### src/rtl/stream_demux_1ton_if.sv
// ---------------------------------------------------------------------------
// stream_demux_1ton_if
// Bundles the single input stream and the NUM_CH output channels of the
// 1-to-N packet demultiplexer.
//   in_valid / in_ready / in_data / in_sel / in_last : upstream packet stream
//   out_valid / out_ready / out_data / out_last       : per-channel streams,
//                                                       channel c data at
//                                                       out_data[c*DATA_W +: DATA_W]
// Modports:
//   slave  : the demultiplexer's view (consumes the input stream, drives
//            the channel outputs)
//   master : the environment's view (source and per-channel sinks)
// ---------------------------------------------------------------------------
interface stream_demux_1ton_if #(
   parameter int DATA_W = 8,
   parameter int NUM_CH = 4,
   parameter int SEL_W  = 2
);
   logic                     in_valid;
   logic                     in_ready;
   logic [DATA_W-1:0]        in_data;
   logic [SEL_W-1:0]         in_sel;
   logic                     in_last;
   logic [NUM_CH-1:0]        out_valid;
   logic [NUM_CH-1:0]        out_ready;
   logic [NUM_CH*DATA_W-1:0] out_data;
   logic [NUM_CH-1:0]        out_last;

   modport slave (
      input  in_valid, in_data, in_sel, in_last, out_ready,
      output in_ready, out_valid, out_data, out_last
   );

   modport master (
      output in_valid, in_data, in_sel, in_last, out_ready,
      input  in_ready, out_valid, out_data, out_last
   );
endinterface

### src/rtl/stream_demux_1ton.sv
// ---------------------------------------------------------------------------
// stream_demux_1ton
// Registered, packet-aware 1-to-N stream demultiplexer. The destination is
// taken from in_sel on the first beat of each packet and held for the rest
// of the packet. Packets addressed to a channel index >= NUM_CH are
// swallowed and counted in a saturating 16-bit counter.
// Ports:
//   clk      : clock, all state changes on the rising edge
//   rst_n    : asynchronous active-low reset
//   bus      : stream_demux_1ton_if.slave, input stream + channel outputs
//   drop_cnt : number of dropped packets, saturates at 16'hFFFF
//   busy     : a packet is open or a beat sits in the holding register
// ---------------------------------------------------------------------------
module stream_demux_1ton #(
   parameter int DATA_W = 8,
   parameter int NUM_CH = 4,
   parameter int SEL_W  = 2
) (
   input  logic                 clk,
   input  logic                 rst_n,
   stream_demux_1ton_if.slave   bus,
   output logic [15:0]          drop_cnt,
   output logic                 busy
);

   typedef enum logic [1:0] {
      IDLE = 2'd0,
      PKT  = 2'd1,
      DROP = 2'd2
   } state_t;

   state_t              state;
   logic                reg_valid;
   logic [SEL_W-1:0]    reg_ch;
   logic [DATA_W-1:0]   reg_data;
   logic                reg_last;
   logic [SEL_W-1:0]    cur_sel;

   logic                sel_bad;
   logic                accept;
   logic                load;
   logic                drain;
   logic                in_ready_w;

   logic [NUM_CH-1:0]        out_valid_w;
   logic [NUM_CH-1:0]        out_last_w;
   logic [NUM_CH*DATA_W-1:0] out_data_w;

   // Drop addresses only exist when the select space is larger than the
   // channel count; otherwise the comparison is folded away entirely.
   generate
      if (NUM_CH < (1 << SEL_W)) begin : g_drop
         assign sel_bad = (bus.in_sel >= SEL_W'(NUM_CH));
      end else begin : g_nodrop
         assign sel_bad = 1'b0;
      end
   endgenerate

   assign drain = reg_valid && bus.out_ready[reg_ch];

   // Ready looks only at the held beat's own channel, so a drain and a new
   // load can share one edge and back-to-back packets see no bubble. A
   // discarded packet is never held, so DROP accepts unconditionally.
   assign in_ready_w = rst_n && ((state == DROP) || !reg_valid || bus.out_ready[reg_ch]);
   assign bus.in_ready = in_ready_w;

   assign accept = bus.in_valid && in_ready_w;
   assign load   = accept && ((state == PKT) || ((state == IDLE) && !sel_bad));

   always_ff @(posedge clk or negedge rst_n) begin
      if (!rst_n) begin
         state     <= IDLE;
         reg_valid <= 1'b0;
         reg_ch    <= '0;
         reg_data  <= '0;
         reg_last  <= 1'b0;
         cur_sel   <= '0;
         drop_cnt  <= 16'd0;
      end else begin
         if (load) begin
            reg_valid <= 1'b1;
            reg_data  <= bus.in_data;
            reg_last  <= bus.in_last;
            reg_ch    <= (state == PKT) ? cur_sel : bus.in_sel;
         end else if (drain) begin
            reg_valid <= 1'b0;
         end

         case (state)
            IDLE: begin
               if (accept) begin
                  if (sel_bad) begin
                     if (drop_cnt != 16'hFFFF) begin
                        drop_cnt <= drop_cnt + 16'd1;
                     end
                     if (!bus.in_last) begin
                        state <= DROP;
                     end
                  end else begin
                     cur_sel <= bus.in_sel;
                     if (!bus.in_last) begin
                        state <= PKT;
                     end
                  end
               end
            end
            PKT, DROP: begin
               if (accept && bus.in_last) begin
                  state <= IDLE;
               end
            end
            default: state <= IDLE;
         endcase
      end
   end

   // Only the held beat's channel sees data; every other slice reads zero.
   generate
      for (genvar gi = 0; gi < NUM_CH; gi++) begin : g_out
         assign out_valid_w[gi] = reg_valid && (reg_ch == SEL_W'(gi));
         assign out_last_w[gi]  = reg_last && out_valid_w[gi];
         assign out_data_w[gi*DATA_W +: DATA_W] = out_valid_w[gi] ? reg_data : '0;
      end
   endgenerate

   assign bus.out_valid = out_valid_w;
   assign bus.out_last  = out_last_w;
   assign bus.out_data  = out_data_w;

   assign busy = (state != IDLE) || reg_valid;

endmodule

### src/flat_wrapper.sv
// flat-port wrapper written by rule: the top's interface ports become plain ports
module stream_demux_1ton_flat 
#(
   parameter int DATA_W = 8,
   parameter int NUM_CH = 4,
   parameter int SEL_W  = 2
)
  (clk, rst_n, drop_cnt, busy, bus_in_valid, bus_in_data, bus_in_sel, bus_in_last, bus_out_ready, bus_in_ready, bus_out_valid, bus_out_data, bus_out_last);
  stream_demux_1ton_if #(.DATA_W(DATA_W), .NUM_CH(NUM_CH), .SEL_W(SEL_W)) bus_i ();
  input  logic clk;
  input  logic rst_n;
  output logic [15:0] drop_cnt;
  output logic busy;
  input wire logic [$bits(bus_i.in_valid)-1:0] bus_in_valid;
  input wire logic [$bits(bus_i.in_data)-1:0] bus_in_data;
  input wire logic [$bits(bus_i.in_sel)-1:0] bus_in_sel;
  input wire logic [$bits(bus_i.in_last)-1:0] bus_in_last;
  input wire logic [$bits(bus_i.out_ready)-1:0] bus_out_ready;
  output wire logic [$bits(bus_i.in_ready)-1:0] bus_in_ready;
  output wire logic [$bits(bus_i.out_valid)-1:0] bus_out_valid;
  output wire logic [$bits(bus_i.out_data)-1:0] bus_out_data;
  output wire logic [$bits(bus_i.out_last)-1:0] bus_out_last;
  assign bus_i.in_valid = bus_in_valid;
  assign bus_i.in_data = bus_in_data;
  assign bus_i.in_sel = bus_in_sel;
  assign bus_i.in_last = bus_in_last;
  assign bus_i.out_ready = bus_out_ready;
  assign bus_in_ready = bus_i.in_ready;
  assign bus_out_valid = bus_i.out_valid;
  assign bus_out_data = bus_i.out_data;
  assign bus_out_last = bus_i.out_last;
  stream_demux_1ton #(.DATA_W(DATA_W), .NUM_CH(NUM_CH), .SEL_W(SEL_W)) u_core (.clk(clk), .rst_n(rst_n), .bus(bus_i), .drop_cnt(drop_cnt), .busy(busy));
endmodule
### config.mk
export PLATFORM = sky130hd
export DESIGN_NAME = stream_demux_1ton_flat
export DESIGN_NICKNAME = d
export VERILOG_FILES = /design/src/rtl/stream_demux_1ton_if.sv /design/src/rtl/stream_demux_1ton.sv /design/src/flat_wrapper.sv
export SDC_FILE = /design/constraint.sdc
export NUM_CORES = 1
export LEC_CHECK = 0
export ABC_AREA = 1
export CORE_MARGIN = 2
export CORE_UTILIZATION = 35
export CTS_BUF_LIST = sky130_fd_sc_hd__clkbuf_16
export DETAILED_ROUTE_END_ITERATION = 6
export PLACE_DENSITY = 0.77
export SYNTH_ARGS = -nofsm -noshare
export SYNTH_HDL_FRONTEND = slang
export SYNTH_SLANG_ARGS = --single-unit
### constraint.sdc
create_clock -name clk -period 1.65 [get_ports clk]
set_input_delay 0.165 -clock clk [delete_from_list [all_inputs] [get_ports clk]]
set_output_delay 0.165 -clock clk [all_outputs]
set_load 0.005 [all_outputs]
==> results.yml, run 1 <==
status:
  status: "finished with violations"
  failed_checks: "setup timing"
clock_network:
  clockRootBuffer: "clkbuf_16"
  clock-sinks: 15
  path_clk_slew_ps: 50
  htreeDepth: 1
  cts_hold_buf: 0
  cts_tree: "built"
  cts_inserted_buffers: 3
  clk_latency_ps: 240
  clk_path_buf_depth: 2
drt:
  drc: 0
  drt_pass1_iterations: 5
  num_vias: 1176
  detail-route-antenna-nets: 0
  wl_per_cell_um: 11.6
  initialDrtViolationCount: 42
  vias_per_cell: 4.40
  wl_um: 3100
global_routing:
  grt_pass1_wl_um: 4790
  grt_max_degree: 18
  antenna_found_initial: 0
  track_usage: 0.178
  grt-ovfl-total: 0
  first_global_vias: 1041
worst_setup_path:
  crit_fanout: 9
  cp.required_ps: 1480
  cp.arrival_ps: 1500
  reg2regPathDepth: 10
  rr_endpoint: "u_core.state[0]$_DFFE_PN0P_"
  timing_worst_setup_path_type: "register to output port"
  cp-startpoint: "u_core.reg_ch[1]$_DFFE_PN0P_"
  cp-end-kind: "output port"
  r2r_slack_ps: 100
  rr_startpoint: "u_core.reg_ch[0]$_DFFE_PN0P_"
  cp-start-kind: "register"
finish:
  area_delta_synth_final_pct: 70.4
  fin_area_sq_mm: 0.00185
  diodes: 0
  fin_nets: 253
  stdcell_count: 267
  nFillCells: 296
  drive_gt1_frac: 0.231
synth:
  synth_ff_type: "dfrtp_1"
  synthCells: 160
  synth-seq-area-share: 0.346
  async_flop_share: 1.00
  syn_area_sq_mm: 0.00108
  synth_edf_count: 0
  synth_cell_types: 20
  ys_ff_latch: 15
  synth_warnings: 0
  postSynthAreaPerCell_sq_um: 6.77
power_and_ir_drop:
  leakagePower_nw: 1.06
  power_switching_mw: 1.04
  power_frac_clock: 0.183
  power_mw: 2.53
  p_comb_frac: 0.546
  ir_drop_uv: 722
  swShare: 0.411
  p_seq_frac: 0.271
  p_per_area_mw_per_mm2: 1370
  intPower_mw: 1.49
placed_design:
  io_buffers: 59
  place_ws_ps: -137
  placed_area_sq_mm: 0.00170
  gp_congestion: 0.766
  hpwlAfterDp_um: 2300
  dp.cells: 259
floorplan:
  core_area_sq_mm: 0.00300
  die_h_um: 59.6
  rows: 20
  die-area_sq_mm: 0.00356
  die_w_um: 59.6
  initial_utilization: 0.361
  io_pins: 76
run:
  cap_violations: 0
sta:
  rsz0062_at_grt: "yes"
  setup_ws_ps: -14.4
  skew_ps: 2.42
  fmax_ghz: 0.601
  slew_viol_final: 0
  finalSetupViolations: 3
  hold_viol: 0
  finalCritPeriodShare: 1.01
  period_minus_slack_ps: 1660
min_path:
  hold_class: "input port to asynchronous set/reset pin"
logic make-up (layout without fill, tap and decap cells):
kind of cell / count (synthesis) / in the layout / synth area share
mux: 2 / 2 / 0.0185
compound gates: 2 / 2 / 0.00924
other cells: 1 / 16 / 0.00346
flops: 15 / 15 / 0.346
simple gates: 100 / 100 / 0.398
buf+inv: 40 / 99 / 0.224
cell usage after synthesis (2+ instances only):
master   count  area [sq um]
nand3_1     13          65.1
nand4_1      3          18.8
inv_2        2          7.51
nor3_1       2          10.0
buf_6        4          45.0
nand2_1     40           150
inv_1       15          56.3
mux2i_1      2          20.0
buf_4       16           120
dfrtp_1     15           375
nor2_1      38           143
o21ai_0      2          10.0
power groups by stage:
stage / logic [mW] / registers (mW) / clock network [mW]
CTS: 1.32 / 0.679 / 0.473
detailed placement: 1.27 / 0.655 / 0
floorplan: 0.727 / 0.609 / 0
global placement: 1.26 / 0.643 / 0
finish: 1.38 / 0.684 / 0.464
global route: 1.53 / 0.702 / 0.488
through the flow:
stage | utilization | TNS, ps | hold WS (ps)
after global placement | 0.566 | -1600 | 465
final | 0.615 | -23.8 | 288
after global routing | 0.615 | -450 | 334
after floorplan | - | 0 | -131
after detailed placement | 0.566 | -3440 | 472
after CTS | 0.606 | 0 | 290
cell type report:
cell class                      count  area, sq um  share of cell area
Clock inverter                      1         5.00             0.00271
Clock buffer                        3         75.1              0.0407
Tap cell                           33         41.3              0.0224
Timing Repair inverter              1         5.00             0.00271
Multi-Input combinational cell    120          597               0.323
Inverter                           19         81.3              0.0440
Timing Repair Buffer               75          664               0.360
Sequential cell                    15          378               0.205
repair_timing:
item,CTS,global route
cloned,1,0
endpoints found under the setup margin,41,16
setup buffers,2,1
pin swaps,3,5
gates resized for setup,75,20
cell usage in the layout, fill, tap and decap left out, types with 2 or more instances in the layout:
master	instances
buf_2	3
buf_4	11
buf_6	5
clkbuf_16	3
clkbuf_2	3
clkdlybuf4s15_1	5
clkdlybuf4s50_1	18
clkinv_2	2
conb_1	16
dfrtp_1	13
dfrtp_2	2
dlygate4sd2_1	29
inv_1	13
inv_2	3
inv_4	2
mux2i_1	2
nand2_1	37
nand2_2	2
nand3_1	10
nand3_2	4
nand4_1	3
nor2_1	32
nor2_2	5
nor2_4	3
nor3_4	2
o21ai_0	2
per-layer routing:
metal | track usage | up-vias | share of wire
met4 | 0.0476 | 0 | 0.012
met3 | 0.0175 | 4 | 0.053
met5 | 0 | - | 0
met2 | 0.321 | 43 | 0.53
li1 | - | 602 | -
met1 | 0.222 | 527 | 0.40
state kept, by name (all words and copies together), names as in the netlist:
signal and cells:
u_core.reg_data 8, u_core.cur_sel 2, u_core.reg_ch 2, u_core.reg_last 1, u_core.reg_valid 1, u_core.state 1
how the worst max path moves through the flow:
stage / endpoint / slack, ps / cells past startpoint
after floorplan: bus_out_data[16] / 440 / 4
after global placement: bus_out_data[28] / -60 / 5
after detailed placement: bus_out_data[27] / -140 / 5
after CTS: bus_out_data[1] / 2 / 6
after global routing: bus_out_data[22] / -80 / 5
final: bus_out_data[22] / -10 / 5
critical path, stage by stage (launching register included):
cell and delay, ps:
dfrtp_2 430, inv_2 70, nor3_4 220, inv_2 120, nor2_1 130, dlygate4sd2_1 270
No activity file was read; power rests on OpenSTA's default activity.
==> run 2: changes to the inputs <==
==> constraint.sdc (replaced) <==
create_clock -name clk -period 1.8 [get_ports clk]
set_input_delay 0.18 -clock clk [delete_from_list [all_inputs] [get_ports clk]]
set_output_delay 0.18 -clock clk [all_outputs]
set_load 0.005 [all_outputs]
==> results.yml, run 2 (synthesis results as in run 1) <==
finish:
  regMostFlops: "u_core.reg_data"
  final_cell_mix: "nand2_1 (38), nor2_1 (36), dlymetal6s2s_1 (26)"
  multi_input_area_sq_um: 564
  reg_top3: "u_core.reg_data x8, u_core.cur_sel x2, u_core.reg_ch x2"
  nFillCells: 271
  area_delta_synth_final_pct: 74.6
  stdcell_count: 268
  final_common_cell: "nand2_1"
  fin_nets: 254
  regArea_sq_um: 378
  diodes: 0
  largest_reg_flops: 8
  drive_gt1_frac: 0.200
clock_network:
  clockRootBuffer: "clkbuf_16"
  cts_inserted_buffers: 3
  clk_latency_ps: 240
  clock-sinks: 15
  clk_path_buf_depth: 2
  cts_hold_buf: 0
  htreeDepth: 1
  cts_tree: "built"
  path_clk_slew_ps: 50
worst_setup_path:
  cp.arrival_ps: 1680
  crit_family: "buffers and inverters"
  r2r_slack_ps: 100
  crit_fanout: 6
  timing_worst_setup_path_type: "register to output port"
  cp_slowest_stage_delay_ps: 500
  cp_cell_sequence: "nand2_2, nor2_4, clkinv_4, nor2_1, clkdlybuf4s50_1"
  cp.required_ps: 1620
  cp-end-kind: "output port"
  cp_slowest_cell: "clkdlybuf4s50_1"
  cp-start-kind: "register"
  critPathBufInv: 2
drt:
  initialDrtViolationCount: 35
  drt_pass1_iterations: 4
  num_vias: 1203
  wl_per_cell_um: 11.7
  drc: 0
  wl_um: 3150
  detail-route-antenna-nets: 0
  vias_per_cell: 4.49
sta:
  skew_ps: 2.61
  fmax_ghz: 0.537
  finalSetupViolations: 3
  hold_viol: 0
  finalCritPeriodShare: 1.03
  holdWs_ps: 295
  rsz0062_at_grt: "yes"
  slew_viol_final: 0
  period_minus_slack_ps: 1860
  setup_ws_ps: -61.9
power_and_ir_drop:
  power_mw: 2.30
  leakagePower_nw: 1.40
  ir_drop_uv: 597
  p_per_area_mw_per_mm2: 1210
placed_design:
  dp.cells: 255
  gp_congestion: 0.744
  hpwlAfterDp_um: 2280
  io_buffers: 59
floorplan:
  core_area_sq_mm: 0.00300
  die-area_sq_mm: 0.00356
  io_pins: 76
  rows: 20
  die_w_um: 59.6
  die_h_um: 59.6
  initial_utilization: 0.361
status:
  status: "finished with violations"
  failed_checks: "setup timing"
min_path:
  hold_class: "input port to asynchronous set/reset pin"
global_routing:
  first_global_vias: 997
  track_usage: 0.164
  grt_max_degree: 18
  grt-ovfl-total: 0
  antenna_found_initial: 0
  grt_pass1_wl_um: 4470
run:
  cap_violations: 0
## run 2: changes by cell type in the layout (fill, tap and decap cells not counted), moves of 2 or more
cell             previous run  this run
dlygate4sd2_1              29         3
dlymetal6s2s_1              0        26
buf_4                      11        17
buf_6                       5         0
clkdlybuf4s15_1             5         0
clkdlybuf4s50_1            18        22
nor2_1                     32        36
clkbuf_2                    3         6
nand3_1                    10        13
nand3_2                     4         1
nor2_2                      5         2
clkinv_2                    2         0
inv_4                       2         4
## run 2: per-stage QoR
step | setup WS, ps | TNS, ps | utilization | area, sq um
final | -61.9 | -128 | 0.630 | 1890
after global placement | 53.8 | 0 | 0.556 | 1670
after global routing | -168 | -396 | 0.630 | 1890
after CTS | -54.2 | -685 | 0.600 | 1800
after detailed placement | -12.0 | -12.0 | 0.556 | 1670
after floorplan | 574 | 0 | - | 1140
## run 2: cell type report
class,instances,area share
clock buffer,3,0.0397
tap,33,0.0218
inverter,19,0.0443
timing repair buffer,76,0.391
clock inverter,1,0.00198
sequential,15,0.200
multi-input combinational,120,0.298
timing repair inverter,1,0.00331
## run 2: worst reg2reg max path: cells and delay by family (launching register included)
kind,cells,cell delay [ps]
simple gates,7,620
buf+inv,4,510
flops,1,450
## run 2: metal layers
metal / part of all wire / routed length (um) / global-route usage / vias to the layer above
met3: 0.055 / 172 / 0.0131 / 2
li1: - / - / - / 609
met2: 0.52 / 1640 / 0.284 / 45
met1: 0.42 / 1310 / 0.212 / 547
met4: 0.0076 / 24 / 0.0571 / 0
met5: 0 / 0 / 0 / -
## run 2: worst paths after layout
check	from	cells after the start	endpoint
worst max-delay path	u_core.reg_ch[1]$_DFFE_PN0P_	5	bus_out_data[25]
worst min-delay path	rst_n	2	u_core.reg_data[7]$_DFFE_PN0P_
worst max register to register	u_core.reg_ch[0]$_DFFE_PN0P_	11	u_core.state[0]$_DFFE_PN0P_
worst min register to register	u_core.reg_data[1]$_DFFE_PN0P_	2	u_core.reg_data[1]$_DFFE_PN0P_
max in group asynchronous	rst_n	2	u_core.reg_ch[1]$_DFFE_PN0P_
min in group clk	u_core.reg_data[1]$_DFFE_PN0P_	2	u_core.reg_data[1]$_DFFE_PN0P_
## run 2: report_power, final
part / total, mW / switching [mW] / internal [mW]
clock: 0.419 / 0.126 / 0.293
sequential: 0.615 / 0.124 / 0.491
combinational: 1.26 / 0.671 / 0.593
total: 2.30 / 0.920 / 1.38
## run 2: timing repair
action	4_1_cts	5_1_grt
gates resized for setup	23	52
gates cloned	1	0
setup endpoints to repair	39	29
buffers inserted	4	4
pin swaps	1	4
==> run 3: changes to the inputs <==
--- a/config.mk
+++ b/config.mk
@@ -7,10 +7,11 @@
 export LEC_CHECK = 0
 export ABC_AREA = 1
 export CORE_MARGIN = 2
-export CORE_UTILIZATION = 35
+export CORE_UTILIZATION = 45
 export CTS_BUF_LIST = sky130_fd_sc_hd__clkbuf_16
 export DETAILED_ROUTE_END_ITERATION = 6
-export PLACE_DENSITY = 0.77
+export DONT_BUFFER_PORTS = 1
+export PLACE_DENSITY = 0.57
 export SYNTH_ARGS = -nofsm -noshare
 export SYNTH_HDL_FRONTEND = slang
 export SYNTH_SLANG_ARGS = --single-unit
==> results.yml, run 3 (synthesis results as in run 1) <==
drt:
  dr_wl_met2_um: 1080
  wl_per_cell_um: 12.8
  drt_pass1_iterations: 4
  wl_met1_um: 1080
  drc: 0
  initialDrtViolationCount: 26
  num_vias: 942
  routed-wl-met3_um: 237
  vias_per_cell: 5.04
  wl_um: 2400
  top_layer: "met4"
  detail-route-antenna-nets: 0
worst_setup_path:
  cp_cell_sequence: "nand2_1, nor2_1, clkinv_1, nor2_1"
  cp-start-kind: "register"
  critPathBufInv: 1
  cp_slowest_stage_delay_ps: 500
  cp_num_cells: 4
  cp.required_ps: 1620
  reg2regPathDepth: 8
  crit_fanout: 9
  cp_slowest_cell: "dfrtp_1"
  cp-end-kind: "output port"
  timing_worst_setup_path_type: "register to output port"
  cp.arrival_ps: 1480
  crit_family: "flip-flops"
  cpMostUsedCell: "nor2_1"
finish:
  diodes: 0
  final_common_cell: "nand2_1"
  fin_nets: 178
  largest_reg_flops: 8
  area_delta_synth_final_pct: 2.08
  final_cell_mix: "nand2_1 (40), nor2_1 (38), inv_1 (16), conb_1 (16), dfrtp_1 (14)"
  drive_gt1_frac: 0.0755
  regMostFlops: "u_core.reg_data"
  reg_top3: "u_core.reg_data x8, u_core.cur_sel x2, u_core.reg_ch x2"
floorplan:
  io_pins: 76
  rows: 17
  initial_utilization: 0.481
  core_area_sq_mm: 0.00225
  die_h_um: 53.1
  die-area_sq_mm: 0.00282
  die_w_um: 53.1
min_path:
  hold_class: "input port to register"
  min_path_cells: 2
clock_network:
  clock-sinks: 15
  cts_inserted_buffers: 3
  htreeDepth: 1
  post-cts-setup-buffer-count: 0
  cts_tree: "built"
  clk_path_buf_depth: 2
  clk_latency_ps: 240
  clockRootBuffer: "clkbuf_16"
  path_clk_slew_ps: 50
sta:
  worstMarginPinSlew_ps: 680
  fmax_ghz: 0.602
  maxSlewHeadroom: 0.545
  totalNegativeSetupSlack_ps: 0
  skew_ps: 3.51
  period_minus_slack_ps: 1660
  holdWs_ps: 79.3
  rsz0062_at_grt: "no"
  hold_viol: 0
  slew_viol_final: 0
  finalCritPeriodShare: 0.923
  finalSetupViolations: 0
global_routing:
  grt_pass1_wl_um: 3490
  first_global_vias: 769
  grt-ovfl-total: 0
  antenna_found_initial: 0
  track_usage: 0.169
  grt_max_degree: 16
placed_design:
  hpwlAfterDp_um: 1820
  io_buffers: 0
  gp_congestion: 0.768
power_and_ir_drop:
  ir_drop_uv: 765
  p_per_area_mw_per_mm2: 1550
  leakagePower_nw: 0.603
run:
  cap_violations: 0
status:
  status: "completed"
-- run 3: area by class of cell --
cell class	count	area, sq um
fillers	240	1150
multi-input cells	120	532
flip-flops and latches	15	377
clock buffers	3	75.1
inverters	19	73.8
well taps	28	35.0
repair buffers	1	10.0
clock inverters	1	3.75
-- run 3: report_power, final --
part	switching [mW]	leakage (nW)	internal [mW]
Combinational	0.475	0.378	0.195
Clock	0.124	0.0423	0.293
Sequential	0.138	0.184	0.488
-- run 3: timing repair --
item	in CTS	in global routing
setup endpoints to repair	0	28
hold buffers	1	0
endpoints found under the hold margin	15	0
resized for setup	0	3
-- run 3: metrics by stage --
stage	utilization	area [sq um]	setup slack (ps)	instances	power, mW
4_1_cts	0.486	1090	56.2	187	1.71
6_report	0.491	1110	138	187	1.71
3_3_place_gp	0.446	1010	248	182	1.27
3_5_place_dp	0.446	1010	199	182	1.28
2_1_floorplan	-	1140	574	175	1.23
5_1_grt	0.491	1110	41.6	187	1.88
-- run 3: final timing paths --
| check | from | endpoint | slack [ps] |
|---|---|---|---|
| worst max-delay path | u_core.reg_ch[1]$_DFFE_PN0P_ | bus_out_data[24] | 140 |
| worst min-delay path | bus_in_data[5] | u_core.reg_data[5]$_DFFE_PN0P_ | 80 |
| worst max register to register | u_core.reg_ch[1]$_DFFE_PN0P_ | u_core.state[0]$_DFFE_PN0P_ | 350 |
| worst min register to register | u_core.reg_data[6]$_DFFE_PN0P_ | u_core.reg_data[6]$_DFFE_PN0P_ | 480 |
| max in group asynchronous | rst_n | u_core.reg_ch[0]$_DFFE_PN0P_ | 900 |
| min in group asynchronous | rst_n | u_core.cur_sel[1]$_DFFE_PN0P_ | 420 |
-- run 3: worst reg2reg max path, delay by kind of cell, from the launching register on --
kind | cells | cell delay, ps
flip-flops | 1 | 470
AND/OR/NAND/NOR | 6 | 690
buffers and inverters | 2 | 190
-- run 3: routing by layer --
metal / vias up / global-route usage
met4: 0 / 0.0513
met3: 2 / 0.0395
met1: 427 / 0.238
met5: - / 0
met2: 56 / 0.256
li1: 457 / -
